[config.mk]
export PLATFORM = sky130hd
export DESIGN_NAME = input_debouncer
export DESIGN_NICKNAME = d
export VERILOG_FILES = /design/src/rtl/debounce_pkg.sv /design/src/rtl/debounce_cell.sv /design/src/rtl/input_debouncer.sv
export SDC_FILE = /design/constraint.sdc
export NUM_CORES = 1
export LEC_CHECK = 0
export CAP_MARGIN = 20
export CORE_MARGIN = 3
export CORE_UTILIZATION = 30
export DETAILED_ROUTE_END_ITERATION = 7
export SLEW_MARGIN = 10
export SYNTH_ARGS = -nofsm -noshare
export SYNTH_HDL_FRONTEND = slang
export SYNTH_SLANG_ARGS = --single-unit
[constraint.sdc]
create_clock -name CLK -period 3.1 [get_ports CLK]
set_input_delay 0.465 -clock CLK [delete_from_list [all_inputs] [get_ports CLK]]
set_output_delay 0.465 -clock CLK [all_outputs]
set_load 0.005 [all_outputs]
[src/rtl/debounce_pkg.sv]
// Shared types, limits and helpers for the input debouncer.
// Edge outputs are enabled with DEBOUNCE_EDGE_EN.
package debounce_pkg;

    localparam int MAX_STABLE_CYCLES = 65535;
    localparam int CNT_MAX_W         = 16;

    typedef logic [CNT_MAX_W-1:0] cnt_t;

    typedef enum logic {
        BIT_STABLE,
        BIT_PENDING
    } bit_state_t;

    function automatic int cnt_width(input int n);
        int w;
        w = $clog2(n);
        return (w < 1) ? 1 : w;
    endfunction

endpackage

[src/rtl/debounce_cell.sv]
// One debounced bit: two-flop synchronizer, stability counter, output flop.
// flip is a registered pulse coincident with the first cycle of a new o.
module debounce_cell
    import debounce_pkg::*;
#(
    parameter logic INIT_BIT      = 1'b0,
    parameter int   STABLE_CYCLES = 4
) (
    input  logic CLK,
    input  logic ASYNCRESET,
    input  logic i,
    output logic o,
    output logic flip
);

    localparam int            CW        = cnt_width(STABLE_CYCLES);
    localparam cnt_t          LAST_FULL = cnt_t'(STABLE_CYCLES - 1);
    localparam logic [CW-1:0] LAST      = LAST_FULL[CW-1:0];

    logic          s1_q;
    logic          s2_q;
    logic          o_q;
    logic          o_d;
    logic          flip_q;
    logic          flip_d;
    logic [CW-1:0] cnt_q;
    logic [CW-1:0] cnt_d;
    bit_state_t    state;

    always_ff @(posedge CLK or posedge ASYNCRESET) begin
        if (ASYNCRESET) begin
            s1_q   <= INIT_BIT;
            s2_q   <= INIT_BIT;
            o_q    <= INIT_BIT;
            cnt_q  <= '0;
            flip_q <= 1'b0;
        end else begin
            s1_q   <= i;
            s2_q   <= s1_q;
            o_q    <= o_d;
            cnt_q  <= cnt_d;
            flip_q <= flip_d;
        end
    end

    // Any return to the output value drops all accumulated credit.
    always_comb begin
        state  = (s2_q == o_q) ? BIT_STABLE : BIT_PENDING;
        cnt_d  = '0;
        o_d    = o_q;
        flip_d = 1'b0;
        unique case (state)
            BIT_STABLE: begin
                cnt_d = '0;
            end
            BIT_PENDING: begin
                if (cnt_q == LAST) begin
                    o_d    = s2_q;
                    flip_d = 1'b1;
                end else begin
                    cnt_d = cnt_q + 1'b1;
                end
            end
        endcase
    end

    assign o    = o_q;
    assign flip = flip_q;

endmodule

[src/rtl/input_debouncer.sv]
// Bank of independent debounced inputs feeding a register stage.
// Define DEBOUNCE_EDGE_EN to add per-bit RISE/FALL outputs.
module input_debouncer
    import debounce_pkg::*;
#(
    parameter int WIDTH         = 2,
    parameter     INIT          = 2'b10,
    parameter int STABLE_CYCLES = 4
) (
    input  logic             CLK,
    input  logic             ASYNCRESET,
    input  logic [WIDTH-1:0] I,
    output logic [WIDTH-1:0] O,
    output logic             CHANGED
`ifdef DEBOUNCE_EDGE_EN
    ,
    output logic [WIDTH-1:0] RISE,
    output logic [WIDTH-1:0] FALL
`endif
);

    logic [WIDTH-1:0] flip;

    if (STABLE_CYCLES < 1 || STABLE_CYCLES > MAX_STABLE_CYCLES) begin : g_bad_cycles
        $fatal(1, "input_debouncer: STABLE_CYCLES out of range");
    end

    if ($bits(INIT) != WIDTH) begin : g_bad_init
        $fatal(1, "input_debouncer: INIT width differs from WIDTH");
    end

    for (genvar b = 0; b < WIDTH; b++) begin : g_bit
        debounce_cell #(
            .INIT_BIT      (INIT[b]),
            .STABLE_CYCLES (STABLE_CYCLES)
        ) u_cell (
            .CLK        (CLK),
            .ASYNCRESET (ASYNCRESET),
            .i          (I[b]),
            .o          (O[b]),
            .flip       (flip[b])
        );
    end

    assign CHANGED = |flip;

`ifdef DEBOUNCE_EDGE_EN
    // flip and O are both registers, so the edge flags stay glitch-free.
    assign RISE = flip & O;
    assign FALL = flip & ~O;
`endif

endmodule

==> summary.txt, run 1 <==
Yosys
  – Avg Inst Size Synth: 15.9 µm²
  – Main combinational cell family by area after synthesis: simple AND/OR/NAND/NOR gates
  – Simple-gate share of the synthesized area: 12.7%
  – Synth unique cells: 10
  – Complex-gate fraction of the synthesized area: 0%
  – Synth warn: 0
  – Post-Syn Area: 444 µm²
  – Adder-Cell Fraction of Synth Area: 5.63%
  – Synth Area in XOR/XNOR: 3.94%
  – Cells after Synth: 28
  – Post-synthesis mux area share: 5.07%
  – Synth Register Bits: 12
  – Register area share after synthesis: 68.5%
  – Syn_nets: 34

Setup path
  – Critical Path RT: 2.63 ns
  – Worst Path Buf+Inv: 1
  – Worst-path cell chain: or2_2, clkdlybuf4s50_1
  – Worst path slowest cell: clkdlybuf4s50_1
  – Worst R2R End: g_bit[0].u_cell.o$_DFFE_PP0P_
  – Reg2Reg Depth: 2
  – WS Path Type: reg2out
  – CP endpoint kind: output port
  – Worst reg2reg setup slack: 2.02 ns
  – Crit path launch type: register
  – CP max stage delay: 0.44 ns
  – Crit path DAT: 1.35 ns
  – Critical-path maximum fanout: 1
  – Reg-to-Reg Start: g_bit[0].u_cell.cnt_q[0]$_DFF_PP0_
  – Delay-heaviest family, CP: buffers and inverters

Floorplan
  – I/O pin cnt: 7
  – Die ar.: 1980 µm²
  – Core area: 1350 µm²
  – Die width: 44.5 µm
  – Initial Utilization: 32.9%
  – DIE HEIGHT: 44.5 µm
  – Row Count: 13

Global route
  – Largest net degree at the start of global routing: 13
  – GRT Overall Usage: 7.96%
  – Global route overflow: 0
  – First-pass GRT wire length: 1.01 mm
  – Antenna violations before repair: 0
  – Number of global-route vias before repair: 244

Pwr
  – Switching pwr: 0.000116 W
  – Leakage Power: 0.258 nW
  – Switching share of power: 24.9%
  – VDD IR-drop max: 0.329 mV
  – Logic pwr share: 24.6%
  – Clk network pwr share: 26.2%
  – Pint: 0.000348 W
  – Power per Cell Area: 853 nW/µm²
  – Flop pwr share: 49.2%

Route
  – Routed WL per cell: 10.6 µm
  – Drc violations: 0
  – Post-route antenna net violation count: 0
  – Vias: 211
  – DRT Wirelength: 540 µm
  – Vias/cell: 4.14
  – Detailed Route Iter0 Violations: 1
  – Drt first pass iters: 2

Finish
  – Final instance area: 544 µm²
  – Ant. Diodes: 0
  – Area Growth Syn to Fin: 22.5%
  – Layout cell share with drive strength beyond 1: 27.8%
  – Filler cells: 133
  – Nets@finish: 43

STA
  – Final hold violation count: 0
  – Worst slew pin tran: 0.432 ns
  – Pins Over Slew Limit: 0
  – Fmax: 552 MHz
  – Setup skew after layout: 0.00277 ns
  – Period Utilization, post-route: 58.5%
  – Rel. slew slack: 71.2%
  – Fin Setup TNS: 0 ns
  – Unrepaired setup endpoints after global routing: no
  – Final min period: 1.81 ns
  – Final setup violation count: 0

Clock network
  – Clk slew on worst S/H paths: 0.07 ns
  – Setup Fix Bufs, Post-CTS: 0
  – CTS Hold Bufs: 0
  – Post-CTS Resized: 0
  – H-tree depth: 1
  – Clock sink total: 12
  – Worst-Skew Late Latency: 0.27 ns
  – TritonCTS Buffers: 3
  – Clock root buffer: clkbuf_4
  – Bufs on Longest Clock Path: 2
  – CTS tree: done

Hold path
  – Hold Crit Depth: 0
  – Hold Startpoint: g_bit[0].u_cell.s1_q$_DFF_PP0_
  – Worst hold path type: reg2reg
  – Worst hold endpoint: g_bit[0].u_cell.s2_q$_DFF_PP0_

Placement
  – PortBufs: 6
  – Final GP Congestion: 0.594
  – Placed cell area: 508 µm²

Flow run
  – Max-capacitance violation count: 0

Run status
  – Status: complete, no violations
[per-layer routing]
metal	vias up	global-route usage, %	share of wire (%)
li1	105	-	-
met1	99	7.56	39
met2	5	10.9	54
met3	2	3.66	5.7
met4	0	10.8	1.7
met5	-	0	0
[cells by family after synthesis]
group	count (synthesis)
flops	12
simple gates	7
buf+inv	3
xor+xnor	2
mux	2
fa+ha+maj	2
[through the flow]
step	std cells	hold slack (ns)	setup slack, ns	power [W]	util (%)
floorplan	28	0.328	2.01	0.000311	-
global placement	47	0.336	1.58	0.000337	37.6
detailed placement	47	0.340	1.58	0.000347	37.6
CTS	51	0.357	1.27	0.000471	40.3
global route	51	0.365	1.24	0.000498	40.3
finish	51	0.355	1.29	0.000464	40.3
[sequential cells by signal, summed over array words and instances (netlist names)]
| name | flops |
|---|---|
| g_bit.u_cell.flip | 2 |
| g_bit.u_cell.cnt_q | 4 |
| g_bit.u_cell.s1_q | 2 |
| g_bit.u_cell.o | 2 |
| g_bit.u_cell.s2_q | 2 |
[power by group through the flow]
stage | Clock [W] | Combinational (W) | Sequential (W)
3_3_place_gp | 0 | 0.000110 | 0.000228
3_5_place_dp | 0 | 0.000116 | 0.000231
2_1_floorplan | 0 | 0.0000860 | 0.000225
5_1_grt | 0.000136 | 0.000128 | 0.000234
6_report | 0.000122 | 0.000114 | 0.000228
4_1_cts | 0.000125 | 0.000117 | 0.000229
[Yosys cell counts, drive strengths merged]
master / number / share of area, %
inv: 1 / 0.84
dfstp: 3 / 18
ha: 2 / 5.6
xor2: 2 / 3.9
and2: 4 / 5.6
buf: 2 / 3.4
dfrtp: 9 / 51
mux2: 2 / 5.1
or2: 1 / 1.4
nor3b: 2 / 5.6
[cells in the final DEF, fill, tap and decap left out]
cell and n:
ha_1 2, xor2_1 2, and2_1 4, clkdlybuf4s50_1 6, clkbuf_8 1, inv_1 1, mux2_1 2, nor3b_2 2
dfrtp_1 9, clkbuf_4 3, or2_2 1, dfstp_2 3
[worst max path at each step]
stage	startpoint	end	slack [ns]	cells after the start
after global routing	g_bit[1].u_cell.flip$_DFF_PP0_	CHANGED	1.24	2
after floorplan	g_bit[1].u_cell.flip$_DFF_PP0_	CHANGED	2.01	1
after detailed placement	g_bit[1].u_cell.flip$_DFF_PP0_	CHANGED	1.58	2
after CTS	g_bit[1].u_cell.flip$_DFF_PP0_	CHANGED	1.27	2
after global placement	g_bit[1].u_cell.flip$_DFF_PP0_	CHANGED	1.58	2
final	g_bit[1].u_cell.flip$_DFF_PP0_	CHANGED	1.29	2
[cell type report]
cell class | count | area [µm²] | area share, %
Timing Repair Buffer | 6 | 60.1 | 11.0
Sequential cell | 12 | 304 | 55.9
Clock buffer | 4 | 36.3 | 6.67
Multi-Input combinational cell | 13 | 121 | 22.3
Inverter | 1 | 3.75 | 0.690
Tap cell | 15 | 18.8 | 3.45
[worst reg2reg max path, delay by kind of cell (launching register included)]
family	cells	cell delay, ns
adders and majority gates	1	0.24
DFF	1	0.40
muxes	1	0.32
(Power assumes the default switching activity.)
==> run 2, diff against run 1 <==
Clock period 3.1 ns to 1.64 ns, I/O delays scaled along.
==> run 2 against run 1 <==
Net effect: sequential cell count stayed put; global-route usage stayed put; largest power group unchanged; final area is 0.46% higher; critical path type unchanged; cell count unchanged; routed wire length increased by 0.56%; sequential power rose by 89%; register-to-register slack got worse by 1.5 ns.
==> summary.txt, run 2 (same netlist as run 1, synthesis figures left out) <==
Clock network
  – CTS tree: done
  – Bufs on Longest Clock Path: 2
  – H-tree depth: 1
  – TritonCTS Buffers: 3
  – Clock root buffer: clkbuf_4
  – CTS Hold Bufs: 0
  – Clk slew on worst S/H paths: 0.07 ns
  – Worst-Skew Late Latency: 0.27 ns
  – Clock sink total: 12

Floorplan
  – Initial Utilization: 32.9%
  – Core area: 1350 µm²
  – Die ar.: 1980 µm²
  – Die width: 44.5 µm
  – DIE HEIGHT: 44.5 µm
  – Row Count: 13
  – I/O pin cnt: 7

STA
  – Hold_ws: 0.265 ns
  – Setup WS post-layout: 0.0758 ns
  – Worst slew pin tran: 0.432 ns
  – Fmax: 639 MHz
  – Final setup violation count: 0
  – Pins Over Slew Limit: 0
  – Final hold violation count: 0
  – Period Utilization, post-route: 95.4%
  – Fin Setup TNS: 0 ns
  – Setup skew after layout: 0.00277 ns
  – Unrepaired setup endpoints after global routing: no
  – Rel. slew slack: 71.2%
  – Final min period: 1.56 ns

Global route
  – Grt met3 use: 3.66%
  – M2 GR Usage: 10.9%
  – Met1 Resource Use GR: 7.56%
  – Number of global-route vias before repair: 244
  – First-pass GRT wire length: 1.01 mm
  – Global route overflow: 0
  – Antenna violations before repair: 0
  – Largest net degree at the start of global routing: 13
  – GRT Overall Usage: 7.96%
  – Layer with the highest usage: met2

Route
  – Drt first pass iters: 2
  – DRT Wirelength: 543 µm
  – Drc violations: 0
  – Detailed Route Iter0 Violations: 1
  – Post-route antenna net violation count: 0
  – Vias/cell: 4.14
  – Vias: 211
  – Routed WL per cell: 10.6 µm

Placement
  – Pre-CTS setup slack: 0.335 ns
  – PortBufs: 6
  – Final GP Congestion: 0.594
  – Placed Instances: 47

Setup path
  – Crit path launch type: register
  – CP max stage delay: 0.55 ns
  – Crit path DAT: 1.32 ns
  – Critical-path maximum fanout: 3
  – Worst path slowest cell: dfstp_2
  – Critical Path RT: 1.39 ns
  – Delay-heaviest family, CP: flip-flops
  – CP endpoint kind: output port
  – Worst-path cell chain: clkdlybuf4s50_1
  – WS Path Type: reg2out
  – Worst Path Buf+Inv: 1

Run status
  – Status: complete, no violations

Flow run
  – Max-capacitance violation count: 0

Finish
  – Layout Cells excl Fill: 51
  – Nets@finish: 43
  – Layout cell share with drive strength beyond 1: 27.8%
  – Area Growth Syn to Fin: 23.1%
  – Ant. Diodes: 0
  – Max FFs per register: 4
  – Biggest register: g_bit.u_cell.cnt_q
  – Leading cell type in the layout, fill and taps excluded: dfrtp_1
  – Most frequent cells in the layout: dfrtp_1, clkdlybuf4s50_1, and2_1

Pwr
  – Overall power: 0.000875 W
  – Power per Cell Area: 1600 nW/µm²
  – VDD IR-drop max: 0.621 mV
  – Leakage Power: 0.276 nW

Hold path
  – Worst hold path type: in2async
-- run 2: changes by cell type in the layout (fill, tap and decap cells not counted) --
cell / before / now
dlymetal6s2s_1: 0 / 1
clkdlybuf4s50_1: 6 / 5
-- run 2: power by group --
part / internal, W / leakage, nW / total, W / switching [W]
registers: 0.000383 / 0.146 / 0.000431 / 0.0000480
clock network: 0.000135 / 0.0210 / 0.000230 / 0.0000950
logic: 0.000138 / 0.109 / 0.000214 / 0.0000757
total: 0.000657 / 0.276 / 0.000875 / 0.000219
-- run 2: cell type report --
| cell class | count | area (µm²) |
|---|---|---|
| fill | 133 | 803 |
| multi-input combinational | 13 | 121 |
| sequential | 12 | 304 |
| tap | 15 | 18.8 |
| timing repair buffer | 6 | 62.6 |
| inverter | 1 | 3.75 |
| clock buffer | 4 | 36.3 |
-- run 2: per-layer routing --
| metal | up-vias | share of wire [%] |
|---|---|---|
| li1 | 105 | - |
| met1 | 99 | 38 |
| met2 | 5 | 54 |
| met3 | 2 | 5.9 |
| met4 | 0 | 1.7 |
| met5 | - | 0 |
-- run 2: through the flow --
step	area (µm²)	util, %
after CTS	544	40.3
final	547	40.5
after detailed placement	508	37.6
after global placement	508	37.6
after floorplan	444	-
after global routing	547	40.5
-- run 2: path summary, 6_finish.rpt --
kind,from,end,slack [ns],cells past startpoint
setup / recovery,g_bit[1].u_cell.o$_DFFE_PP1P_,O[1],0.08,1
hold / removal,ASYNCRESET,g_bit[0].u_cell.s2_q$_DFF_PP0_,0.26,2
setup reg to reg,g_bit[0].u_cell.cnt_q[0]$_DFF_PP0_,g_bit[0].u_cell.o$_DFFE_PP0P_,0.56,2
hold reg to reg,g_bit[0].u_cell.s1_q$_DFF_PP0_,g_bit[0].u_cell.s2_q$_DFF_PP0_,0.36,0
max in group asynchronous,ASYNCRESET,g_bit[1].u_cell.s2_q$_DFF_PP1_,1.04,2
min in group CLK,g_bit[0].u_cell.s1_q$_DFF_PP0_,g_bit[0].u_cell.s2_q$_DFF_PP0_,0.36,0
-- run 2: what timing repair did --
item	4_1_cts	5_1_grt
setup endpoints to repair	0	1
setup buffers	0	0
gates resized for setup	0	1
